<file path="src/rtl/pp_ram_stream_writer.sv">
// pp_ram_stream_writer
// Turns a valid/ready word stream into write strobes for one half of a
// ping-pong RAM. Each buffer holds NUM_WORDS words. The buffer commits
// (wr_done_o) when it fills up or when the frame ends early. After a commit
// the block waits one settle cycle so the controller's full flag can catch up.
//
// Optional feature: define PP_WRITER_PAD_EN to pad an early-ended buffer
// with PAD_VALUE up to NUM_WORDS-1 before committing it. Without the macro,
// an early-ended buffer commits partially filled and the PAD state does not
// exist.
module pp_ram_stream_writer #(
    parameter int                    ADDR_WIDTH = 7,
    parameter int                    DATA_WIDTH = 32,
    parameter int                    NUM_WORDS  = 68,
    parameter logic [DATA_WIDTH-1:0] PAD_VALUE  = '0
) (
    input  logic                  clk_i,
    input  logic                  reset_i,
    input  logic                  s_valid_i,
    input  logic [DATA_WIDTH-1:0] s_data_i,
    input  logic                  s_last_i,
    output logic                  s_ready_o,
    input  logic                  pp_ram_full_i,
    output logic [ADDR_WIDTH-1:0] waddr_o,
    output logic                  wr_o,
    output logic [DATA_WIDTH-1:0] wdata_o,
    output logic                  wr_done_o,
    output logic [ADDR_WIDTH:0]   last_len_o,
    output logic [15:0]           frame_cnt_o
);

    // Index of the final word slot in a buffer.
    localparam logic [ADDR_WIDTH-1:0] LAST_IDX = ADDR_WIDTH'(NUM_WORDS - 1);
    localparam logic [ADDR_WIDTH:0]   LEN_ONE  = (ADDR_WIDTH+1)'(1);

    typedef enum logic [1:0] {
        ST_FILL   = 2'd0,
        ST_COMMIT = 2'd1,
        ST_SETTLE = 2'd2
`ifdef PP_WRITER_PAD_EN
        ,
        ST_PAD    = 2'd3
`endif
    } state_t;

    state_t                state_q, state_d;

    // Write pointer within the current buffer. In PAD it walks the pad slots.
    logic [ADDR_WIDTH-1:0] idx_q, idx_d;
    // Number of stream words placed in the current buffer (pad excluded).
    logic [ADDR_WIDTH:0]   len_q, len_d;

    logic                  wr_q, wr_d;
    logic [ADDR_WIDTH-1:0] waddr_q, waddr_d;
    logic [DATA_WIDTH-1:0] wdata_q, wdata_d;
    logic [ADDR_WIDTH:0]   last_len_q, last_len_d;
    logic [15:0]           frame_cnt_q, frame_cnt_d;

    logic                  ready_c;
    logic                  done_c;
    logic                  accept;
    logic                  at_last_idx;

    assign accept      = s_valid_i && ready_c;
    assign at_last_idx = (idx_q == LAST_IDX);

    // State register; reset discards any partial buffer without a commit.
    always_ff @(posedge clk_i or posedge reset_i) begin
        if (reset_i) begin
            state_q <= ST_FILL;
        end else begin
            state_q <= state_d;
        end
    end

    // Next-state logic.
    always_comb begin
        state_d = state_q;
        case (state_q)
            ST_FILL: begin
                if (accept) begin
                    if (at_last_idx) begin
                        state_d = ST_COMMIT;
                    end else if (s_last_i) begin
`ifdef PP_WRITER_PAD_EN
                        state_d = ST_PAD;
`else
                        state_d = ST_COMMIT;
`endif
                    end
                end
            end
`ifdef PP_WRITER_PAD_EN
            ST_PAD: begin
                // The final pad slot is issued here; its write lands in COMMIT.
                if (at_last_idx) begin
                    state_d = ST_COMMIT;
                end
            end
`endif
            ST_COMMIT: state_d = ST_SETTLE;
            ST_SETTLE: state_d = ST_FILL;
            default:   state_d = ST_FILL;
        endcase
    end

    // FSM outputs: ready only while filling and the buffer is free; commit pulse.
    always_comb begin
        ready_c = 1'b0;
        done_c  = 1'b0;
        case (state_q)
            ST_FILL:   ready_c = !pp_ram_full_i;
            ST_COMMIT: done_c  = 1'b1;
            default: begin
                ready_c = 1'b0;
                done_c  = 1'b0;
            end
        endcase
    end

    // Datapath next-state: registered write port, counters and commit stats.
    always_comb begin
        idx_d       = idx_q;
        len_d       = len_q;
        wr_d        = 1'b0;
        waddr_d     = waddr_q;
        wdata_d     = wdata_q;
        last_len_d  = last_len_q;
        frame_cnt_d = frame_cnt_q;
        case (state_q)
            ST_FILL: begin
                if (accept) begin
                    wr_d    = 1'b1;
                    waddr_d = idx_q;
                    wdata_d = s_data_i;
                    len_d   = {1'b0, idx_q} + LEN_ONE;
                    if (!at_last_idx) begin
                        idx_d = idx_q + 1'b1;
                    end
                end
            end
`ifdef PP_WRITER_PAD_EN
            ST_PAD: begin
                wr_d    = 1'b1;
                waddr_d = idx_q;
                wdata_d = PAD_VALUE;
                if (!at_last_idx) begin
                    idx_d = idx_q + 1'b1;
                end
            end
`endif
            ST_COMMIT: begin
                last_len_d  = len_q;
                frame_cnt_d = frame_cnt_q + 16'd1;
                idx_d       = '0;
            end
            default: begin
                idx_d = idx_q;
            end
        endcase
    end

    // Datapath registers.
    always_ff @(posedge clk_i or posedge reset_i) begin
        if (reset_i) begin
            idx_q       <= '0;
            len_q       <= '0;
            wr_q        <= 1'b0;
            waddr_q     <= '0;
            wdata_q     <= '0;
            last_len_q  <= '0;
            frame_cnt_q <= '0;
        end else begin
            idx_q       <= idx_d;
            len_q       <= len_d;
            wr_q        <= wr_d;
            waddr_q     <= waddr_d;
            wdata_q     <= wdata_d;
            last_len_q  <= last_len_d;
            frame_cnt_q <= frame_cnt_d;
        end
    end

    assign s_ready_o   = ready_c;
    assign wr_done_o   = done_c;
    assign wr_o        = wr_q;
    assign waddr_o     = waddr_q;
    assign wdata_o     = wdata_q;
    assign last_len_o  = last_len_q;
    assign frame_cnt_o = frame_cnt_q;

endmodule

</file>
<file path="config.mk">
export PLATFORM = sky130hd
export DESIGN_NAME = pp_ram_stream_writer
export DESIGN_NICKNAME = d
export VERILOG_FILES = /design/src/rtl/pp_ram_stream_writer.sv
export SDC_FILE = /design/constraint.sdc
export NUM_CORES = 1
export LEC_CHECK = 0
export CAP_MARGIN = 15
export CORE_UTILIZATION = 46
export DETAILED_ROUTE_END_ITERATION = 12
export PLACE_DENSITY = 0.79
export SLEW_MARGIN = 20
export SYNTH_ARGS = -nofsm -noshare
export SYNTH_HDL_FRONTEND = slang
export SYNTH_SLANG_ARGS = --single-unit
</file>
<file path="constraint.sdc">
create_clock -name clk_i -period 2.86 [get_ports clk_i]
set_input_delay 0.572 -clock clk_i [delete_from_list [all_inputs] [get_ports clk_i]]
set_output_delay 0.572 -clock clk_i [all_outputs]
set_load 0.05 [all_outputs]
</file>
; After elaboration in Yosys (flattened, before gate mapping)
; Index checks and enable logic that the tools add are counted.
[totals]
input_bits = 37
regBits = 81
wordCells = 34
[classes]
reduce_logical = 7
add_sub_neg = 3
eq_ne = 5
muxes = 11
[op_table]
columns = cell, count
row1 = 16-bit by 1-bit adder with 16-bit output (second input constant), 1
row2 = 7-bit two-way mux, 2
row3 = 7-bit one-hot mux with 2 select lines, 1
row4 = 7-bit by 1-bit adder with 8-bit output (second input constant), 1
row5 = 7-bit by 1-bit adder with 7-bit output (second input constant), 1
row6 = 7-bit == test (second input constant), 1
row7 = 2-bit two-way mux, 3
row8 = 1-bit two-way mux, 4
row9 = 2-bit inequality test (second input constant), 2
row10 = 2-bit one-hot mux with 2 select lines, 1
row11 = 2-bit AND reduction, 2
row12 = 3-bit inequality test (second input constant), 1
row13 = 3-bit AND reduction, 1
row14 = 2-bit by 1-bit == test with 1-bit output (second input constant), 1
row15 = 2-bit logical NOT, 1
row16 = 2-bit nonzero test, 1
row17 = 1-bit logical AND, 1
row18 = 1-bit logical NOT, 1

; Longest topological paths before layout
[logic_depth]
word_depth = 5
mapped_depth = 7
ltp_nobuf = 6

; Worst setup path after synthesis
; Ideal clock, no wire load.
[synth_timing]
path_type = input to register
from = input pp_ram_full_i
to = register idx_q[2]
cell_stages = 7
path_slack_ns = 0.745
path_buffers = 1
setup_ns = 0.127
arrival_time_ns = 1.987
path_cell_list = nor3_2 > nand2_1 > inv_2 > buf_4 > nand2_1 > nand3_1 > o31ai_2
[synth_via]
elab_chain_cells = 5
[synth_lines]
columns = item, line_no
row1 = start: declaration, 23  ; input logic pp_ram_full_i,
row2 = 1-bit logical NOT, 112  ; ST_FILL: ready_c = !pp_ram_full_i;
row3 = 1-bit two-way mux, 111  ; case (state_q)
row4 = 1-bit logical AND, 64  ; assign accept = s_valid_i && ready_c;
row5 = 2-bit inequality test (no line), --
row6 = 3-bit AND reduction (no line), --
row7 = end signal: assignment, 174  ; idx_q <= idx_d;
row8 = end: declaration, 49  ; logic [ADDR_WIDTH-1:0] idx_q, idx_d;
; Every way passes these cells.
; A chain may end at the register's enable or synchronous reset.

; Final worst setup path
[layout_timing]
from = register frame_cnt_q[0] (netlist: frame_cnt_o[0])
to = output frame_cnt_o[0]
[layout_rtl]
columns = item, line_no
row1 = start: declaration, 57  ; logic [15:0] frame_cnt_q, frame_cnt_d;
row2 = start signal: assignment, 180  ; frame_cnt_q <= frame_cnt_d;
row3 = end: declaration, 29  ; output logic [15:0] frame_cnt_o
; No word-level cell between the ends.

==> metrics.cfg <==
[place]
gp_congestion = 0.780
place_hpwl_mm = 4.85
io_buffers = 102

[synthesis]
synth_top_area_share_pct = 61.9
yosys-top-cells-area = dfrtp_1 (62%), nand2_1 (19%), xnor2_1 (4.3%)
avgSynthCellArea_um2 = 9.78
syn-cell-area_um2 = 3280
yosysUniqueCellTypes = 32
synth.largest_area_cell = dfrtp_1
netlist_instances = 335
yosys_warnings = 0
synth_nets = 374
yosysSeqAreaShare_pct = 61.9
ys_seq_elements = 81

[floorplanning]
dieArea_um2 = 7460
num_rows = 30
die_h_um = 86.4
start_util_pct = 48.0
core_um2 = 6830
boundaryPins = 103
fp.dieW_um = 86.4

[cts]
clk_latency_ps = 340
cts.path.max_buffers = 2
root_buffer = clkbuf_8
postCtsHoldBufs = 0
numCtsBuffers = 9
cts_setup_buffers = 0
cts.sinks = 81
path_clk_slew_ps = 80
cts.repair.resized = 0
cts_tree = yes
htreeDepth = 3

[grt]
grt_start_max_net_pins = 54
grt_pass1_wl_mm = 11.3
grt_pass1_vias = 2486
antenna_found_initial = 0
grt.total_usage_pct = 19.7
grt.overflow.total = 0

[timing]
rsz0062_at_grt = no
fmax_ghz = 0.458
setup_tns_ps = 0
fin_crit_ps = 2180
setup_viol = 0
fin_skew_ps = 9.64
fin_hold_ws_ps = 473
relSlewSlack_pct = 64.4
maxSlewViolCount = 0
hold_viol_final = 0
tightest_slew_ps = 533
period_share_pct = 76.4

[drt]
drc_errors = 0
wl_mm = 6.87
post_drt_wl_per_cell_um = 12.7
ant_nets = 0
vias = 2504
first_pass_iters = 4
drt_iter0_markers = 87
vias_per_cell = 4.64

[critical_path]
cp_num_buf_inv = 1
critPathLaunchType = flip-flop
worstPathRequired_ps = 2290
path_class = flip-flop to primary output
cpMaxStageDelayCell = clkdlybuf4s50_1
worstPathArrival_ps = 1610
cp-end-kind = primary output
critPathMaxStageDelay_ps = 830
cp_max_fo = 5
path_delay_family = buffers and inverters
worstPathCellList = clkdlybuf4s50_1

[cells_and_area]
area_growth_pct = 39.6
fill_cells = 574
num_antenna_cells = 0
finalNetCount = 478
seqCellArea_um2 = 2030
drive_above_1_share_pct = 6.76
multiInputGateArea_um2 = 1150

[run_status]
status = finished clean

[run]
maxCapViolCount = 0

[pwr]
ir_drop_v = 0.000420
p_leak_nw = 2.20
powerDensity_nw_per_um2 = 792

[min_path]
min_path_type = flip-flop to flip-flop

## path summary, 6_finish.rpt
path / from / end / slack, ps / cells past startpoint
setup / recovery: frame_cnt_o[0] / frame_cnt_o[0] / 680 / 1
hold / removal: frame_cnt_o[15] / frame_cnt_o[15] / 470 / 1
setup reg to reg: state_q[0] / len_q[4] / 1260 / 6
hold reg to reg: frame_cnt_o[15] / frame_cnt_o[15] / 470 / 1
max in group asynchronous: reset_i / idx_q[0] / 1630 / 3
min in group asynchronous: reset_i / wdata_o[9] / 580 / 2
## synth_stat cells (all sizes together)
cell,count
inv,5
and4,3
nand2,166
a32o,1
nor2,6
nand4,3
mux2i,3
and2,1
xor2,5
nor3,4
ha,2
o31ai,1
a21oi,4
buf,12
dfrtp,81
nand3,7
o31a,1
o21ai,5
o21a,1
xnor2,16
clkbuf,3
nand2b,1
and3,2
or3,1
nand4bb,1
## sequential cells by signal, indices dropped and copies added, names as in the netlist
signal,flops
wdata_o,32
frame_cnt_o,16
last_len_o,8
len_q,8
idx_q,7
waddr_o,7
state_q,2
wr_o,1
## placed cells by master (no fill, tap or decap), drive strengths merged, types with 4 or more instances in the layout
cell type      netlist  layout
nor3                 4       4
nor2                 6       6
xor2                 5       5
clkdlybuf4s50        0     100
inv                  5       4
nand3                7       7
o21ai                5       5
clkbuf               3      12
nand2              166     166
xnor2               16      16
buf                 12       8
a21oi                4       4
dfrtp               81      81
## final cells by class
cell class                 count  area share, %
clock buffer                  12           3.17
clock inverter                 4          0.629
inverter                       5          0.438
multi-input combinational    234           25.1
sequential                    81           44.3
tap                           96           2.63
timing repair buffer         108           23.7
## cell families (layout without fill, tap and decap cells)
group	Yosys count	count (layout)	synth area share, %
simple gates	195	195	25.0
buf+inv	20	129	3.09
mux	3	3	0.916
fa+ha+maj	2	2	0.764
compound gates	13	13	2.56
xor+xnor	21	21	5.84
flops	81	81	61.9
## per-stage QoR
stage | std cells | instance area, um^2 | utilization [%] | power, mW | setup slack (ps)
finish | 540 | 4580 | 67.0 | 3.62 | 676
global route | 540 | 4580 | 67.0 | 3.81 | 605
CTS | 540 | 4580 | 67.0 | 3.66 | 654
detailed placement | 524 | 4400 | 64.4 | 2.92 | 743
global placement | 524 | 4400 | 64.4 | 2.89 | 812
floorplan | 335 | 3280 | - | 2.42 | 208
## report_power, final
part           total [mW]  switching [mW]  internal (mW)
logic                1.35           0.897          0.458
clock network       0.735           0.395          0.340
registers            1.53           0.165           1.37
total                3.62            1.46           2.16
## per-layer routing
metal  share of wire [%]  up-vias  track usage, %
met5                   0        -               0
met4                 2.3        0            9.55
met3                 4.7       11            4.00
met2                  47       68            32.0
met1                  46     1163            25.3
li1                    -     1262               -
Power figures use the tool's default switching activity.
